**config.mk**
```make
export PLATFORM = sky130hd
export DESIGN_NAME = mem_access_unit
export DESIGN_NICKNAME = d
export VERILOG_FILES = /design/src/rtl/mem_access_unit.sv
export SDC_FILE = /design/constraint.sdc
export NUM_CORES = 1
export LEC_CHECK = 0
export BUFFER_PORTS_ARGS = -buffer_cell sky130_fd_sc_hd__buf_2
export CAP_MARGIN = 0
export CELL_PAD_IN_SITES_DETAIL_PLACEMENT = 1
export CELL_PAD_IN_SITES_GLOBAL_PLACEMENT = 1
export CORE_UTILIZATION = 38
export DETAILED_ROUTE_END_ITERATION = 8
export HOLD_SLACK_MARGIN = 0.06
export PLACE_DENSITY_LB_ADDON = 0.1
export SETUP_SLACK_MARGIN = 0.15
export SYNTH_ARGS = -nofsm -noshare
export SYNTH_HDL_FRONTEND = slang
export SYNTH_SLANG_ARGS = --single-unit
```
**constraint.sdc**
```tcl
create_clock -name clk -period 1.8 [get_ports clk]
set_input_delay 0.09 -clock clk [delete_from_list [all_inputs] [get_ports clk]]
set_output_delay 0.09 -clock clk [all_outputs]
set_load 0.03 [all_outputs]
```
**src/rtl/mem_access_unit.sv**
```systemverilog
// mem_access_unit
// ---------------
// Initiator side of a byte-wide data memory. Each 16-bit load or store from
// the CPU controller becomes two little-endian byte accesses: the low byte
// goes to A and the high byte to A+1. The memory's read data arrives one
// cycle after the read strobe, and this block absorbs that delay. The
// assembled word comes back together with a one-cycle ack pulse.
//
// Optional build macro: MAU_BYTE_MODE_EN
//   When defined, the block has a 'size' input (0 = byte, 1 = word).
//   A byte access uses only the low-byte cycle. A byte load zero-extends
//   into rdata.
//
// Ports
//   clk, rst      clock; asynchronous active-high reset
//   req           request strobe, sampled only while idle
//   we            1 = store, 0 = load (latched with req)
//   addr          byte address of the low byte (latched with req)
//   wdata         store word (latched with req)
//   size          (MAU_BYTE_MODE_EN only) 0 = byte, 1 = word
//   rdata         load result, held until the next load completes
//   ack           one-cycle completion pulse
//   busy          high whenever not idle
//   memAddr       memory byte address
//   memDataOut    memory write byte
//   memDataIn     memory read byte, registered by the memory on a read strobe
//   memReadEn     memory read strobe
//   memWriteEn    memory write strobe
module mem_access_unit #(
  parameter int ADDR_W = 13,
  parameter int DATA_W = 8
) (
  input  logic                  clk,
  input  logic                  rst,
  input  logic                  req,
  input  logic                  we,
  input  logic [ADDR_W-1:0]     addr,
  input  logic [2*DATA_W-1:0]   wdata,
`ifdef MAU_BYTE_MODE_EN
  input  logic                  size,
`endif
  output logic [2*DATA_W-1:0]   rdata,
  output logic                  ack,
  output logic                  busy,
  output logic [ADDR_W-1:0]     memAddr,
  output logic [DATA_W-1:0]     memDataOut,
  input  logic [DATA_W-1:0]     memDataIn,
  output logic                  memReadEn,
  output logic                  memWriteEn
);

  typedef enum logic [2:0] {
    IDLE   = 3'd0,
    WR_LO  = 3'd1,
    WR_HI  = 3'd2,
    RD_LO  = 3'd3,
    RD_HI  = 3'd4,
    RD_CAP = 3'd5,
    DONE   = 3'd6
  } state_t;

  localparam logic [ADDR_W-1:0] ADDR_ONE = ADDR_W'(1);

  state_t                state_reg, state_next;
  logic                  we_reg;
  logic [ADDR_W-1:0]     addr_reg;
  logic [2*DATA_W-1:0]   wdata_reg;
  logic [2*DATA_W-1:0]   rdata_reg;
  logic                  is_word;
  logic [ADDR_W-1:0]     addr_hi;

`ifdef MAU_BYTE_MODE_EN
  logic size_reg;
  assign is_word = size_reg;
`else
  assign is_word = 1'b1;
`endif

  // The high-byte address wraps modulo 2^ADDR_W.
  assign addr_hi = addr_reg + ADDR_ONE;

  // State, request latches and read-data capture.
  always_ff @(posedge clk or posedge rst) begin
    if (rst) begin
      state_reg <= IDLE;
      we_reg    <= 1'b0;
      addr_reg  <= '0;
      wdata_reg <= '0;
      rdata_reg <= '0;
`ifdef MAU_BYTE_MODE_EN
      size_reg  <= 1'b0;
`endif
    end else begin
      state_reg <= state_next;
      if (state_reg == IDLE && req) begin
        we_reg    <= we;
        addr_reg  <= addr;
        wdata_reg <= wdata;
`ifdef MAU_BYTE_MODE_EN
        size_reg  <= size;
`endif
      end
      // memDataIn lags the read strobe by one cycle. In RD_HI it therefore
      // holds the low byte, and in RD_CAP it holds the last byte read.
      if (state_reg == RD_HI) begin
        rdata_reg[DATA_W-1:0] <= memDataIn;
      end
      if (state_reg == RD_CAP) begin
        if (is_word) begin
          rdata_reg[2*DATA_W-1:DATA_W] <= memDataIn;
        end else begin
          rdata_reg <= {{DATA_W{1'b0}}, memDataIn};
        end
      end
    end
  end

  // Next-state logic and Moore output decode.
  always_comb begin
    state_next = state_reg;
    memAddr    = '0;
    memDataOut = '0;
    memReadEn  = 1'b0;
    memWriteEn = 1'b0;
    ack        = 1'b0;
    busy       = 1'b1;
    case (state_reg)
      IDLE: begin
        busy = 1'b0;
        if (req) begin
          state_next = we ? WR_LO : RD_LO;
        end
      end
      WR_LO: begin
        memAddr    = addr_reg;
        memDataOut = wdata_reg[DATA_W-1:0];
        memWriteEn = 1'b1;
        state_next = is_word ? WR_HI : DONE;
      end
      WR_HI: begin
        memAddr    = addr_hi;
        memDataOut = wdata_reg[2*DATA_W-1:DATA_W];
        memWriteEn = 1'b1;
        state_next = DONE;
      end
      RD_LO: begin
        memAddr    = addr_reg;
        memReadEn  = 1'b1;
        state_next = is_word ? RD_HI : RD_CAP;
      end
      RD_HI: begin
        memAddr    = addr_hi;
        memReadEn  = 1'b1;
        state_next = RD_CAP;
      end
      RD_CAP: begin
        memAddr    = is_word ? addr_hi : addr_reg;
        state_next = DONE;
      end
      DONE: begin
        ack        = 1'b1;
        state_next = IDLE;
      end
      default: begin
        state_next = IDLE;
      end
    endcase
  end

  assign rdata = rdata_reg;

  // we_reg is latched for completeness; the path is fixed once the state is chosen.
  logic unused_we;
  assign unused_we = we_reg;

endmodule

```
[Word level (Yosys, flattened, before mapping)]
Index checks and enable logic that the tools add are counted.
Storage, ports and cells
  flip-flop bits (word level): 48
  input port bits: 41
  word-level logic and storage cells: 30
Cells by class
  muxes and demuxes: 10
  add/sub/neg operators: 1
  equality and inequality tests: 7
  reduce and logical (&&, ||, !) cells: 7
Operators by type and width (number)
  case mux 13 bit (2 select lines): 1
  case mux 8 bit (2 select lines): 1
  case mux 3 bit (5 select lines): 1
  adder 13 x 1 -> 13 bit (second input constant): 1
  == test 3 bit (second input constant): 3
  2-to-1 mux 8 bit: 1
  OR reduction 2 bit: 4
  == test 3 x 2 -> 1 bit (second input constant): 2
  2-to-1 mux 1 bit: 4
  == test 3 x 1 -> 1 bit (second input constant): 1
  logical NOT 3 bit: 1
  2-to-1 mux 3 bit: 1
  OR reduction 3 bit: 1
  2-to-1 mux 2 bit: 1
  != test 2 bit (second input constant): 1
  logical AND 1 bit: 1

[Logic depth before layout (Yosys ltp)]
Gate-level depths: netlist of run 1.
  depth in word-level cells: 3
  depth in mapped cells: 6
  gate-level depth less buffers: 5

[Worst setup path after synthesis of run 1]
Ideal clock, no wire load.
  path type: register -> output
  from: reg state_reg[2]
  to: out memAddr[11]
  required time: 1710 ps
  cell stages (with the launch flop): 5
  path buffers: 1
  path slack: -80 ps
  arrival time: 1790 ps
  cell sequence: dfrtp_1 > buf_1 > o21ai_2 > nand2b_1 > o31ai_1
On the way
  cells in the longest elaborated chain, start to end: 3
  elaborated cells on any way between the ends: 8
RTL lines
  from (decl): RTL line 64  | state_t state_reg, state_next;
  from (signal assigned): RTL line 94  | state_reg <= state_next;
  == test 3 bit (tied with other cells): RTL line 127  | case (state_reg)
  OR reduction 3 bit (no line) or OR reduction 2 bit (tied branches)
  case mux 13 bit (2 select lines) (*): RTL line 127
  to (decl): RTL line 45  | output logic [ADDR_W-1:0] memAddr,
Mark *: on every way between the ends. The rest lies on a longest branch, timed or not.

[Worst setup path in the final report of run 1]
  from: reg state_reg[0]
  to: out memAddr[3]
Same word-level chain as after synthesis.

==> metrics.txt, run 1 <==
vias in the first global route 2405; GRT Overall Usage 24.7%; final hold viol count 0; Routed Antenna Nets 0; share of layout cells above drive strength 1 61.9%; critical path class reg2out; Vias/cell 5.23; clk sinks 48; std cell rows 28; DIE AREA 6610 um^2; Post-synth EDFFs 0; Worst VDD drop 1150 uV; ys async rst share 100%; Crit path required time 1710 ps; die span in x 81.3 um; TritonCTS clock tree built; final instance area 4060 um^2; Pwr Density 2080 nW/um^2; Routability Congestion 0.775; post-synthesis cell count 199; RSZ-0062 raised after global routing true; skew final 5.30 ps; drt drc 0; H-tree depth 2; CTS clk-pin slew, worst paths 90 ps; Crit-path slowest cell dfrtp_1; Syn Std Cell Area 2390 um^2; total routed wirelength 8380 um; count of boundary I/O pins 82; antenna violations before repair 0; outcome finished, violations left; starting density of the core 39.9%; area grow syn2layout 69.9%; core area 5990 um^2; CP cell instances nand2b_4 > o21a_4 > or3_1 > o21ai_1 > buf_4; Tot Pwr 8.43 mW; Critical Path Source Type register; Syn Area/Cell 12.0 um^2; Tightest Pin Transition 547 ps; synth warn 0; leading cell type in the layout, fill and taps excluded buf_2; Vias 2244; routed length per instance 19.5 um; Arrival @ worst endpoint 1760 ps; Slew Limit Fails 0; path type of the worst min-delay path in2reg; first-pass GRT wire length 12200 um; Nets 395; worst hold slack 76.8 ps; Netlist cell types 43; clk_lat worst skew 300 ps; P_leak 1.85 nW; Root Driver clkbuf_8; post-synthesis sequential area ratio 50.2%; Final Setup Violations 34; Top FF cell, synth dfrtp_1; final period utilization 103%; DIE HEIGHT 81.3 um; synthesis-stage register bit count 48; CTS buffer count 5; setup ws final -50.7 ps; min Tclk post-route 1850 ps; Initial DRT Pass Iterations 4; violation count after the first detailed-route iteration 75; detailed placement HPWL 4410 um; worst-path maximum fanout 5; failing checks negative setup slack; Relative slew margins 63.5%; GRT overflow 0; number of port buffers 81; Inserted Diodes 0; delay of the slowest cell on the worst path 430 ps; Post-Syn Nets 241; most frequent cells in the layout buf_2 (59), dfrtp_1 (43), dlygate4sd3_1 (38), buf_4 (33), mux2_2 (23); largest net degree at the start of global routing 26; Placed Area 2990 um^2; FMAX 540 MHz; Crit. End Element primary output; CTS Buffer Depth 2; max-cap violations 0
kinds of logic (layout without fill, tap and decap cells):
family | Yosys count | in the layout | synth area share (%)
simple gates | 50 | 50 | 11.0
flops | 48 | 48 | 50.2
fa+ha+maj | 1 | 1 | 0.523
mux | 45 | 45 | 22.8
xor+xnor | 2 | 2 | 0.733
buf+inv | 14 | 168 | 3.77
compound gates | 39 | 40 | 10.9
synthesized netlist by cell type (3+ instances only):
library cell / instances / area (um^2)
mux2_4: 10 / 150
nor2_1: 13 / 48.8
nor2b_1: 3 / 18.8
nor3_1: 4 / 20.0
o21ai_0: 8 / 40.0
a22oi_1: 8 / 60.1
nand2b_1: 7 / 43.8
nand4_1: 3 / 18.8
nand3_1: 3 / 15.0
nand2_1: 9 / 33.8
mux2_2: 35 / 394
inv_1: 5 / 18.8
dfrtp_1: 48 / 1200
a21oi_1: 7 / 35.0
critical path: cells and delay by family, from the launching register on:
kind | cells | cell delay (ps)
flip-flops | 1 | 430
buffers and inverters | 1 | 170
AND/OR/NAND/NOR | 2 | 530
AO/OA/AOI/OAI | 2 | 320
area by class of cell:
cell class	count	area, um^2
repair buffers	155	1240
multi-input cells	138	1410
fillers	625	1930
flip-flops and latches	48	1210
clock buffers	6	82.6
inverters	5	18.8
clock inverters	2	10.0
well taps	75	93.8
per-stage QoR:
| stage | util (%) | std cells | worst slack [ps] | TNS [ps] |
|---|---|---|---|---|
| after global routing | 67.8 | 429 | -120 | -3430 |
| final | 67.8 | 429 | -50.7 | -730 |
| after floorplan | - | 199 | 76.2 | 0 |
| after CTS | 65.0 | 424 | -14.4 | -27.5 |
| after global placement | 49.9 | 363 | 167 | 0 |
| after detailed placement | 49.9 | 363 | 85.1 | 0 |
report_power, final:
group | switching [mW] | internal [mW]
Sequential | 0.511 | 1.65
Clock | 0.374 | 0.308
Combinational | 2.95 | 2.64
per-layer routing:
| layer | share of wire (%) | routed length (um) | GRT usage [%] |
|---|---|---|---|
| met5 | 0 | 0 | 0 |
| met4 | 0.91 | 76 | 5.00 |
| met3 | 3.0 | 255 | 4.27 |
| met2 | 54 | 4530 | 45.8 |
| met1 | 42 | 3510 | 29.7 |
worst paths after layout:
| check | startpoint | end | slack [ps] | cells past startpoint |
|---|---|---|---|---|
| max | state_reg[0]$_DFFE_PP0P_ | memAddr[3] | -50 | 5 |
| min | req | state_reg[0]$_DFFE_PP0P_ | 80 | 3 |
| max reg2reg | state_reg[0]$_DFFE_PP0P_ | addr_reg[0]$_DFFE_PP0P_ | -50 | 5 |
| min reg2reg | rdata[9]$_DFFE_PP0P_ | rdata[9]$_DFFE_PP0P_ | 500 | 1 |
| max in group asynchronous | rst | addr_reg[2]$_DFFE_PP0P_ | 880 | 4 |
| min in group asynchronous | rst | wdata_reg[9]$_DFFE_PP0P_ | 380 | 3 |
what timing repair did:
item / CTS / global route
hold buffers: 38 / 0
setup buffers: 13 / 3
cloned: 2 / 2
resized for setup: 86 / 28
endpoints found under the setup margin: 21 / 61
hold endpoints to repair: 68 / 0
pin swaps: 22 / 11
Power figures use the tool's default switching activity.
==> run 2, diff against run 1 <==
--- a/config.mk
+++ b/config.mk
@@ -5,11 +5,12 @@
 export SDC_FILE = /design/constraint.sdc
 export NUM_CORES = 1
 export LEC_CHECK = 0
+export ABC_AREA = 1
 export BUFFER_PORTS_ARGS = -buffer_cell sky130_fd_sc_hd__buf_2
 export CAP_MARGIN = 0
 export CELL_PAD_IN_SITES_DETAIL_PLACEMENT = 1
 export CELL_PAD_IN_SITES_GLOBAL_PLACEMENT = 1
-export CORE_UTILIZATION = 38
+export CORE_UTILIZATION = 36
 export DETAILED_ROUTE_END_ITERATION = 8
 export HOLD_SLACK_MARGIN = 0.06
 export PLACE_DENSITY_LB_ADDON = 0.1
==> run 2 against run 1 <==
- the flow finishes with violations (design-rule violations)
- cell area fell by 7.6%
- sequential share of layout area is 2.4 points higher
- routed wire length down 6.2%
- first-iteration DRC count is 20% higher
- sequential cell count unchanged
- register-to-register slack better by 440 ps
- die area rose by 7.7%
- synthesized area rose by 2.2%
- cell count up 21%
- clock power down 8.7%
- synthesized cell count grew 54%
- via count is 12% higher
- critical path type unchanged
==> metrics.txt, run 2 <==
clk sinks 48 (unchanged); post-synthesis cell count 307 (+54%); DIE HEIGHT 84.4 um (+3.8%); GRT overflow 0 (unchanged); Worst VDD drop 912 uV (-21%); ys async rst share 100% (unchanged); top cells by count, synth nand2_1 (79), dfrtp_1 (48), inv_1 (45), o21ai_0 (40), nor2_1 (23); Netlist cell types 29 (-33%); Synth area leaders dfrtp_1 (49%), nand2_1 (12%), o21ai_0 (8.2%); area grow syn2layout 53.6%; Root Driver clkbuf_8; Vias/cell 4.85 (-7.2%); violation count after the first detailed-route iteration 90 (+20%); first-pass GRT wire length 12700 um (+4.2%); routed length per instance 15.2 um (-22%); detailed placement HPWL 4690 um (+6.3%); most used cell, CP o21ai_1; Crit. End Element primary output; Final Setup Violations 0 (-100%); leading cell type in the layout, fill and taps excluded nand2_1; Critical Path Source Type register; synth warn 0 (unchanged); Arrival @ worst endpoint 1630 ps (-130 ps); P_sw 3.81 mW (-0.76%); count leader, synth nand2_1; largest net degree at the start of global routing 43 (+65%); count of boundary I/O pins 82 (unchanged); starting density of the core 37.8% (-2.1 points); max-cap violations 0 (unchanged); share of layout cells above drive strength 1 36.8% (-25 points); worst-path maximum fanout 7 (+2); synthesis-stage register bit count 48 (unchanged); antenna violations before repair 0 (unchanged); Clock power frac 8.4% (+0.3 points); Syn Area/Cell 7.96 um^2 (-34%); CP top delay family flip-flops; std cell rows 29 (+3.6%); DIE AREA 7120 um^2 (+7.7%); Initial DRT Pass Iterations 6 (+2); Routed Antenna Nets 0 (unchanged); Comb pwr share 64.3% (-2.0 points); Top FF cell, synth dfrtp_1; Post-synth EDFFs 0 (unchanged); CTS buffer count 5 (unchanged); Relative slew margins 61.9% (-1.6 points); CTS clk-pin slew, worst paths 90 ps (about the same); post-synthesis sequential area ratio 49.2% (-1.1 points); Pwr Density 1970 nW/um^2 (-5.0%); Critical Path Stages 5 (unchanged); most frequent cells in the layout nand2_1 (69), buf_2 (60), dfrtp_1 (45), inv_1 (43), dlygate4sd3_1 (35); CTS Buffer Depth 2 (unchanged); min Tclk post-route 1720 ps (-132 ps); hold depth 3 (unchanged); number of port buffers 81 (unchanged); vias in the first global route 2675 (+11%); setup ws final 81.0 ps (+132 ps); Crit path required time 1710 ps (about the same); Reg2Reg Depth 6 (+1); skew final 2.55 ps (-2.75 ps); GRT Overall Usage 22.4% (-2.3 points); Seq pwr share 27.3% (+1.7 points); H-tree depth 2 (unchanged); final cell utilization of the core 58.1% (-9.7 points); Tightest Pin Transition 571 ps (+24.3 ps); die span in x 84.4 um (+3.8%); total routed wirelength 7860 um (-6.2%); delay of the slowest cell on the worst path 500 ps (+70 ps); critical path class reg2out; Nets 482 (+22%); Slew Limit Fails 0 (unchanged); CP cell instances nand3b_4 > nand3_4 > o21ai_1 > o21ai_1 > buf_4; P_leak 1.96 nW (+6.0%); path type of the worst min-delay path in2reg; final hold viol count 0 (unchanged); worst slack at placement 186 ps (+100 ps); setup TNS 0 ps (+730 ps); outcome finished, violations left; Vias 2509 (+12%); switching portion of total power 51.4% (+5.9 points); Cell Int Power 3.59 mW (-22%); final period utilization 95.5% (-7.3 points); FMAX 582 MHz (+7.7%); RSZ-0062 raised after global routing true; Post-Syn Nets 349 (+45%); failing checks design-rule violations; drt drc 8 (+8); clk_lat worst skew 300 ps (about the same); TritonCTS clock tree built; post-synth top area cell dfrtp_1; Crit-path slowest cell dfrtp_2; core area 6460 um^2 (+7.8%); Inserted Diodes 0 (unchanged); Routability Congestion 0.773 (-0.23%); CP bufs+invs 1 (unchanged); Syn Std Cell Area 2440 um^2 (+2.2%); post-synth top area share 49.2% (-1.1 points); fillers 788 (+26%)
-- run 2: power by group through the flow --
stage	sequential [mW]	clock, mW	combinational, mW
after floorplan	2.25	0	2.44
after global placement	1.99	0	3.62
after detailed placement	2.00	0	3.72
after CTS	1.99	0.645	4.16
after global routing	2.09	0.684	5.14
final	2.02	0.623	4.76
-- run 2: layout make-up --
class | count | area (um^2) | area share (%)
timing repair buffer | 133 | 1020 | 27.1
clock buffer | 6 | 72.6 | 1.93
clock inverter | 1 | 5.00 | 0.133
multi-input combinational | 203 | 1160 | 30.8
timing repair inverter | 1 | 7.51 | 0.200
sequential | 48 | 1200 | 32.1
inverter | 48 | 191 | 5.10
tap | 77 | 96.3 | 2.57
-- run 2: logic make-up (layout without fill, tap and decap cells) --
group | after synthesis | in the layout | synth area share, %
AOI/OAI and AO/OA | 69 | 69 | 15.4
DFF | 48 | 48 | 49.2
adders and majority gates | 1 | 1 | 0.512
buffers and inverters | 58 | 189 | 10.5
and+or+nand+nor | 131 | 133 | 24.5
-- run 2: worst reg2reg max path: stages (launching register included) --
cell and delay [ps]:
dfrtp_2 500, nor2_8 160, buf_4 120, nand3_2 80, buf_4 210, nand2_1 90, o21ai_0 110
-- run 2: repair_timing --
item	4_1_cts	5_1_grt
gates cloned	1	2
pin swaps	5	16
resized for setup	36	59
hold buffers	35	0
endpoints found under the setup margin	23	22
hold endpoints to repair	62	0
setup buffers	5	5
-- run 2: worst paths after layout --
kind / from / endpoint / slack [ps]
max in group asynchronous: rst / state_reg[1]$_DFFE_PP0P_ / 860
min: addr[7] / addr_reg[7]$_DFFE_PP0P_ / 80
min in group asynchronous: rst / wdata_reg[10]$_DFFE_PP0P_ / 390
max: state_reg[0]$_DFFE_PP0P_ / memAddr[6] / 80
min reg2reg: rdata[13]$_DFFE_PP0P_ / rdata[13]$_DFFE_PP0P_ / 490
max reg2reg: state_reg[1]$_DFFE_PP0P_ / addr_reg[2]$_DFFE_PP0P_ / 390
-- run 2: stage by stage --
stage	instance area [um^2]	std cells	hold slack (ps)	power, mW
5_1_grt	3750	517	58.2	7.91
4_1_cts	3530	510	61.6	6.79
6_report	3750	517	77.9	7.40
2_1_floorplan	2440	307	221	4.69
3_3_place_gp	2950	462	173	5.61
3_5_place_dp	2950	462	187	5.72
-- run 2: routing by layer --
layer  GRT usage [%]  wire [um]  up-vias
li1                -          -     1240
met1            26.4       3240     1207
met2            41.6       4230       50
met3            3.54        245       12
met4            7.55        146        0
met5               0          0        -
